## src/rtl/spi_reg_controller_if.sv

```systemverilog
// Host-side request/status bundle for spi_reg_controller.
// The master modport is the host, the slave modport is the controller.
interface spi_reg_controller_if;
  logic       req_valid;
  logic       req_ready;
  logic [6:0] req_addr;
  logic [7:0] req_data;
  logic       done;
  logic       busy;

  modport master (
    output req_valid, req_addr, req_data,
    input  req_ready, done, busy
  );

  modport slave (
    input  req_valid, req_addr, req_data,
    output req_ready, done, busy
  );
endinterface

```

## src/rtl/spi_reg_controller.sv

```systemverilog
// Mode-0 SPI write controller: serializes {1, addr[6:0], data[7:0]} MSB first per host request.
// Optional full-duplex capture of the data byte on cipo when SPI_CTRL_READBACK_EN is defined.
module spi_reg_controller #(
  parameter int CLK_DIV  = 4,
  parameter int CS_SETUP = 4,
  parameter int CS_HOLD  = 4,
  parameter int CS_IDLE  = 4
) (
  input  logic                 clk,
  input  logic                 rst_n,
  spi_reg_controller_if.slave  host,
`ifdef SPI_CTRL_READBACK_EN
  input  logic                 cipo,
  output logic [7:0]           rd_data,
`endif
  output logic                 cs_n,
  output logic                 sclk,
  output logic                 copi
);

  localparam logic [2:0] ST_IDLE     = 3'd0;
  localparam logic [2:0] ST_SETUP    = 3'd1;
  localparam logic [2:0] ST_SHIFT_HI = 3'd2;
  localparam logic [2:0] ST_SHIFT_LO = 3'd3;
  localparam logic [2:0] ST_HOLD     = 3'd4;
  localparam logic [2:0] ST_GAP      = 3'd5;

  // Counters are loaded with duration-1 and the state moves on when they reach zero.
  localparam logic [7:0] SETUP_LD = 8'(CS_SETUP - 1);
  localparam logic [7:0] DIV_LD   = 8'(CLK_DIV - 1);
  localparam logic [7:0] HOLD_LD  = 8'(CS_HOLD - 1);
  localparam logic [7:0] IDLE_LD  = 8'(CS_IDLE - 1);

  logic [2:0]  state_q, state_d;
  logic [7:0]  cnt_q, cnt_d;
  logic [3:0]  bit_q, bit_d;
  logic [15:0] shreg_q, shreg_d;
  logic        done_q, done_d;

  logic accept;
  logic cnt_zero;
  logic frame_active;

  assign accept       = (state_q == ST_IDLE) && host.req_valid;
  assign cnt_zero     = (cnt_q == 8'd0);
  assign frame_active = (state_q == ST_SETUP) || (state_q == ST_SHIFT_HI) ||
                        (state_q == ST_SHIFT_LO) || (state_q == ST_HOLD);

  always_comb begin
    state_d = state_q;
    cnt_d   = cnt_q;
    bit_d   = bit_q;
    shreg_d = shreg_q;
    done_d  = 1'b0;
    case (state_q)
      ST_IDLE: begin
        if (accept) begin
          state_d = ST_SETUP;
          cnt_d   = SETUP_LD;
          bit_d   = 4'd15;
          shreg_d = {1'b1, host.req_addr, host.req_data};
        end
      end
      ST_SETUP: begin
        if (cnt_zero) begin
          state_d = ST_SHIFT_HI;
          cnt_d   = DIV_LD;
        end else begin
          cnt_d = cnt_q - 8'd1;
        end
      end
      ST_SHIFT_HI: begin
        if (cnt_zero) begin
          state_d = ST_SHIFT_LO;
          cnt_d   = DIV_LD;
          // Next bit appears as sclk falls; bit 0 stays on copi through HOLD.
          if (bit_q != 4'd0) begin
            shreg_d = {shreg_q[14:0], 1'b0};
          end
        end else begin
          cnt_d = cnt_q - 8'd1;
        end
      end
      ST_SHIFT_LO: begin
        if (cnt_zero) begin
          if (bit_q == 4'd0) begin
            state_d = ST_HOLD;
            cnt_d   = HOLD_LD;
          end else begin
            state_d = ST_SHIFT_HI;
            cnt_d   = DIV_LD;
            bit_d   = bit_q - 4'd1;
          end
        end else begin
          cnt_d = cnt_q - 8'd1;
        end
      end
      ST_HOLD: begin
        if (cnt_zero) begin
          state_d = ST_GAP;
          cnt_d   = IDLE_LD;
          done_d  = 1'b1;
        end else begin
          cnt_d = cnt_q - 8'd1;
        end
      end
      ST_GAP: begin
        if (cnt_zero) begin
          state_d = ST_IDLE;
        end else begin
          cnt_d = cnt_q - 8'd1;
        end
      end
      default: state_d = ST_IDLE;
    endcase
  end

  always_ff @(posedge clk) begin
    if (!rst_n) begin
      state_q <= ST_IDLE;
      cnt_q   <= 8'd0;
      bit_q   <= 4'd0;
      shreg_q <= 16'd0;
      done_q  <= 1'b0;
    end else begin
      state_q <= state_d;
      cnt_q   <= cnt_d;
      bit_q   <= bit_d;
      shreg_q <= shreg_d;
      done_q  <= done_d;
    end
  end

  assign cs_n           = !frame_active;
  assign sclk           = (state_q == ST_SHIFT_HI);
  assign copi           = frame_active ? shreg_q[15] : 1'b0;
  assign host.req_ready = (state_q == ST_IDLE);
  assign host.busy      = (state_q != ST_IDLE);
  assign host.done      = done_q;

`ifdef SPI_CTRL_READBACK_EN
  logic [7:0] rx_q, rx_d;
  logic [7:0] rd_data_q, rd_data_d;

  // cipo is taken on the last clk of each high phase of the data bits.
  always_comb begin
    rx_d      = rx_q;
    rd_data_d = rd_data_q;
    if (accept) begin
      rx_d = 8'd0;
    end else if ((state_q == ST_SHIFT_HI) && cnt_zero && (bit_q <= 4'd7)) begin
      rx_d = {rx_q[6:0], cipo};
    end
    if ((state_q == ST_HOLD) && cnt_zero) begin
      rd_data_d = rx_q;
    end
  end

  always_ff @(posedge clk) begin
    if (!rst_n) begin
      rx_q      <= 8'd0;
      rd_data_q <= 8'd0;
    end else begin
      rx_q      <= rx_d;
      rd_data_q <= rd_data_d;
    end
  end

  assign rd_data = rd_data_q;
`endif

endmodule

```

## src/flat_wrapper.sv

```systemverilog
// flat-port wrapper written by rule: the top's interface ports become plain ports
module spi_reg_controller_flat 
#(
  parameter int CLK_DIV  = 4,
  parameter int CS_SETUP = 4,
  parameter int CS_HOLD  = 4,
  parameter int CS_IDLE  = 4
)
  (clk, rst_n, cs_n, sclk, copi, host_req_valid, host_req_addr, host_req_data, host_req_ready, host_done, host_busy);
  spi_reg_controller_if host_i ();
  input  logic clk;
  input  logic rst_n;
  output logic cs_n;
  output logic sclk;
  output logic copi;
  input wire logic [$bits(host_i.req_valid)-1:0] host_req_valid;
  input wire logic [$bits(host_i.req_addr)-1:0] host_req_addr;
  input wire logic [$bits(host_i.req_data)-1:0] host_req_data;
  output wire logic [$bits(host_i.req_ready)-1:0] host_req_ready;
  output wire logic [$bits(host_i.done)-1:0] host_done;
  output wire logic [$bits(host_i.busy)-1:0] host_busy;
  assign host_i.req_valid = host_req_valid;
  assign host_i.req_addr = host_req_addr;
  assign host_i.req_data = host_req_data;
  assign host_req_ready = host_i.req_ready;
  assign host_done = host_i.done;
  assign host_busy = host_i.busy;
  spi_reg_controller #(.CLK_DIV(CLK_DIV), .CS_SETUP(CS_SETUP), .CS_HOLD(CS_HOLD), .CS_IDLE(CS_IDLE)) u_core (.clk(clk), .rst_n(rst_n), .host(host_i), .cs_n(cs_n), .sclk(sclk), .copi(copi));
endmodule
```

## config.mk

```make
export PLATFORM = sky130hd
export DESIGN_NAME = spi_reg_controller_flat
export DESIGN_NICKNAME = d
export VERILOG_FILES = /design/src/rtl/spi_reg_controller_if.sv /design/src/rtl/spi_reg_controller.sv /design/src/flat_wrapper.sv
export SDC_FILE = /design/constraint.sdc
export NUM_CORES = 1
export LEC_CHECK = 0
export ABC_AREA = 1
export CORE_ASPECT_RATIO = 1.1
export CORE_MARGIN = 1
export CORE_UTILIZATION = 40
export DETAILED_ROUTE_END_ITERATION = 8
export GPL_TIMING_DRIVEN = 0
export SLEW_MARGIN = 15
export SYNTH_ARGS = -nofsm -noshare
export SYNTH_HDL_FRONTEND = slang
export SYNTH_SLANG_ARGS = --single-unit
```

## constraint.sdc

```tcl
create_clock -name clk -period 1.5 [get_ports clk]
set_input_delay 0.45 -clock clk [delete_from_list [all_inputs] [get_ports clk]]
set_output_delay 0.45 -clock clk [all_outputs]
set_load 0.1 [all_outputs]
```

# == Yosys cells after proc, flatten, opt, wreduce, memory -nomap -nowiden ==
# Cells that the tools add are included.
# classes
n_eq_ne,14
reduce_logical,19
addsub,2
mux,22
# ops
operator,n
2-to-1 mux 16 bit,3
case mux 16 bit (2 select lines),1
2-to-1 mux 8 bit,3
case mux 8 bit (3 select lines),1
2-to-1 mux 3 bit,7
case mux 3 bit (6 select lines),1
!= test 2 x 1 -> 1 bit (second input constant),7
2-to-1 mux 4 bit,3
zero test 8 bit,1
case mux 4 bit (2 select lines),1
AND reduction 4 bit,2
subtractor 8 x 1 -> 8 bit (second input constant),1
== test 3 x 2 -> 1 bit (second input constant),2
== test 3 bit (second input constant),2
AND reduction 6 bit,1
nonzero test 3 bit,2
zero test 4 bit,1
!= test 2 bit (second input constant),2
nonzero test 2 bit,2
nonzero test 4 bit,1
OR reduction 4 bit,1
subtractor 4 x 1 -> 4 bit (second input constant),1
== test 3 x 1 -> 1 bit (second input constant),1
zero test 3 bit,1
6 further kinds,9
# word_totals
regBits,32
out_inout_bits,6
wordCells,62
input_bits,18

# == Logic depth before layout (Yosys ltp) ==
# logic_depth
word_depth,5
mapped_depth,11
ltp_nobuf,11

# == Worst setup path after synthesis ==
# Ideal clock, no wire load.
# synth_timing
path_kind,register -> output
startpoint,register u_core.state_q[1]
endpoint,output port copi
path_buffers,1
required_time_ns,1.050
slack_ns,-1.448
arrival_time_ns,2.498
stages_incl_launch_ff,7
path_cell_list,dfxtp_1 > buf_6 > nor2_2 > nand2_1 > nand2_1 > inv_1 > nor2_1
# synth_between
elab_chain_len,5
word_cells_on_any_way,8
cone_classes,eq/ne (4); mux (1); reduce/logical (3)
# synth_lines
element,line_no,rtl
from (decl),spi_reg_controller.sv:34,"logic [2:0] state_q, state_d;"
from (signal assigned),spi_reg_controller.sv:126,state_q <= state_d;
== test 3 x 1 -> 1 bit or == test 3 x 2 -> 1 bit (tied branches),spi_reg_controller.sv:46,assign frame_active = (state_q == ST_SETUP) || (state_q == ST_SHIFT_HI) ||
logical OR 1 bit (2 in series),spi_reg_controller.sv:46,
logical OR 1 bit (*),spi_reg_controller.sv:47,(state_q == ST_SHIFT_LO) || (state_q == ST_HOLD);
2-to-1 mux 1 bit (*),spi_reg_controller.sv:136,assign copi = frame_active ? shreg_q[15] : 1'b0;
to (decl),flat_wrapper.sv:15,output logic copi;
# Every way passes the cells marked *; elsewhere a longest branch is shown, timed or not.

# == Worst setup path in the final report ==
# layout_timing
startpoint,register u_core.state_q[0]
endpoint,output port copi
# The elaborated chain is that of the path after synthesis.

==> impl_metrics.tcl <==
set metrics [dict create \
    relSlewSlack_pct 68.0 \
    grt_overflow_total 0 \
    cts_made_buffers 5 \
    nets 357 \
    ys_seq_area_share_pct 34.6 \
    ant_nets 0 \
    port_buffers 23 \
    crit_fanout 4 \
    violations "setup timing" \
    finalNonFillerCells 391 \
    area_growth_pct 48.7 \
    synth-edff-count 0 \
    maxCapViolations 0 \
    swShare_pct 48.4 \
    fillers 412 \
    synth_cell_types 29 \
    final-hold-violation-count 0 \
    max_freq_mhz 572 \
    io_pins 24 \
    hp-start "u_core.bit_q[1]$_SDFFE_PN0P_" \
    setup_viol 9 \
    status "finished with violations" \
    synth_area_leaders "dfxtp_1, nand2_1, nand3_1" \
    postSynthAreaPerCell_um2 6.71 \
    rsz0062_at_grt "yes" \
    final_cell_mix "nand2_1, nand3_1, buf_4" \
    syn-instance-count 276 \
    synth_top_area_share_pct 34.6 \
    postSynthNetCount 297 \
    leakage_nw 1.23 \
    clkPwrFrac_pct 10.8 \
    die_area_um2 4910 \
    syn_area_um2 1850 \
    power_frac_comb_pct 68.0 \
    rows 25 \
    yosys.area.top_type "dfxtp_1" \
    drive_above_1_share_pct 36.2 \
    fin_crit_sh_pct 116 \
    yosys_warnings 0 \
    pwr-share-seq_pct 21.1 \
    switching_power_mw 3.17 \
    place_congestion 0.779 \
    start_util_pct 42.3 \
    tns_ns -1.03 \
    dp_hpwl_um 3000 \
    synth_ff_type "dfxtp_1" \
    viasPerCell 4.94 \
    start_kind "flip-flop" \
    power_per_cell_area_nw_per_um2 2370 \
    grt_pass1_vias 1679 \
    h-tree-depth 2 \
    antenna_found_initial 0 \
    place_inst 353 \
    avgRoutedWirePerCell_um 12.4 \
    fin_skew_ns 0.00961 \
    clock_path_buffers 2 \
    crit_required_ns 1.05 \
    whs_ns 0.469 \
    grt_pass1_wl_um 7620 \
    antenna_cells 0 \
    mostFrequentLayoutCell "nand2_1" \
    clock_latency_ns 0.29 \
    core_um2 4380 \
    ir_worst_vdd_mv 1.26 \
    setup.worst_path.end_class "output pin" \
    grt_max_degree 11 \
    rr_startpoint "u_core.state_q[0]$_SDFFE_PN0P_" \
    cts_root_buf "clkbuf_8" \
    worst_pin_slew_ns 0.484 \
    totalWireLength_um 4850 \
    arrival_ns 1.30 \
    die_y_um 73.4 \
    tritoncts "done" \
    synthArstFlopShare_pct 0 \
    worstSetupPathType "flip-flop to output pin" \
    p_int_mw 3.37 \
    layout_setup_ws_ns -0.247 \
    vias 1933 \
    dr.first_iter.drc_count 154 \
    cts_sinks 32 \
    fin_crit_ns 1.75 \
    hold_class "flip-flop to flip-flop" \
    dr.pass1.iters 4 \
    grt_usage_pct 20.7 \
    synth_seq_cells 32 \
    startpoint "u_core.state_q[0]$_SDFFE_PN0P_" \
    fp.dieW_um 66.9 \
    path_clk_slew_ns 0.07 \
    slew_viol_final 0 \
    drc 0 \
    finalPower_mw 6.54 \
]
==> cells in the mapped netlist, drive strengths merged (2+ instances only) <==
master,n
a21oi,24
nand4,5
nor3,4
nor2,27
clkbuf,2
o21ai,8
ha,3
inv,28
dfxtp,32
buf,7
nand3,32
nand2,101
==> cells by family (layout without fill, tap and decap cells) <==
group / after synthesis / after routing / share of synthesized area [%]
buf+inv: 37 / 98 / 9.73
simple gates: 170 / 170 / 42.4
compound gates: 34 / 34 / 11.2
flops: 32 / 32 / 34.6
fa+ha+maj: 3 / 3 / 2.03
==> metal layers <==
metal | share of wire, % | GRT usage (%) | wire [um]
met5 | 0 | 0 | 0
met4 | 1.1 | 5.67 | 55
met3 | 3.8 | 5.12 | 183
met2 | 49 | 34.1 | 2390
met1 | 46 | 26.6 | 2220
==> power by group through the flow <==
stage | Combinational [mW] | Clock, mW | Sequential, mW
2_1_floorplan | 2.54 | 0 | 1.30
3_3_place_gp | 3.12 | 0 | 1.31
3_5_place_dp | 3.15 | 0 | 1.32
4_1_cts | 4.05 | 0.718 | 1.34
5_1_grt | 4.84 | 0.755 | 1.42
6_report | 4.45 | 0.709 | 1.38
==> worst paths after layout <==
check	endpoint	cells past startpoint	slack, ns
max	copi	6	-0.25
min	u_core.bit_q[1]$_SDFFE_PN0P_	2	0.47
max reg2reg	u_core.shreg_q[14]$_SDFFE_PN0P_	10	-0.01
min reg2reg	u_core.bit_q[1]$_SDFFE_PN0P_	2	0.47
==> flip-flops by register name (all words and copies together), names as in the netlist <==
| name | flops |
|---|---|
| u_core.state_q | 3 |
| u_core.host.done | 1 |
| u_core.bit_q | 4 |
| u_core.cnt_q | 8 |
| u_core.shreg_q | 16 |
==> critical path: stages, from the launching register on <==
cell     delay [ns]
dfxtp_4        0.38
nor2_4         0.13
nand2_2        0.07
nand2_2        0.07
inv_2          0.06
nor2_4         0.12
buf_12         0.18
==> per-stage QoR <==
| stage | setup slack (ns) | cell area [um^2] | utilization [%] |
|---|---|---|---|
| floorplan | -0.692 | 1870 | - |
| global placement | -1.00 | 2160 | 49.4 |
| detailed placement | -1.01 | 2160 | 49.4 |
| CTS | -0.275 | 2600 | 59.4 |
| global route | -0.306 | 2750 | 62.9 |
| finish | -0.247 | 2750 | 62.9 |
==> final cells by class <==
| cell class | count | area [um^2] | share of cell area (%) |
|---|---|---|---|
| plain buffers | 8 | 80.1 | 2.91 |
| clock buffers | 8 | 90.1 | 3.27 |
| inverters | 28 | 133 | 4.82 |
| multi-input cells | 207 | 1170 | 42.4 |
| flip-flops and latches | 32 | 653 | 23.7 |
| well taps | 54 | 67.6 | 2.45 |
| repair buffers | 54 | 563 | 20.4 |
==> timing repair <==
item	CTS	global route
hold buffers	0	0
endpoints found under the setup margin	36	35
cloned	2	0
pin swaps	8	8
gates resized for setup	84	30
buffers inserted	22	7
Power figures use the tool's default switching activity.
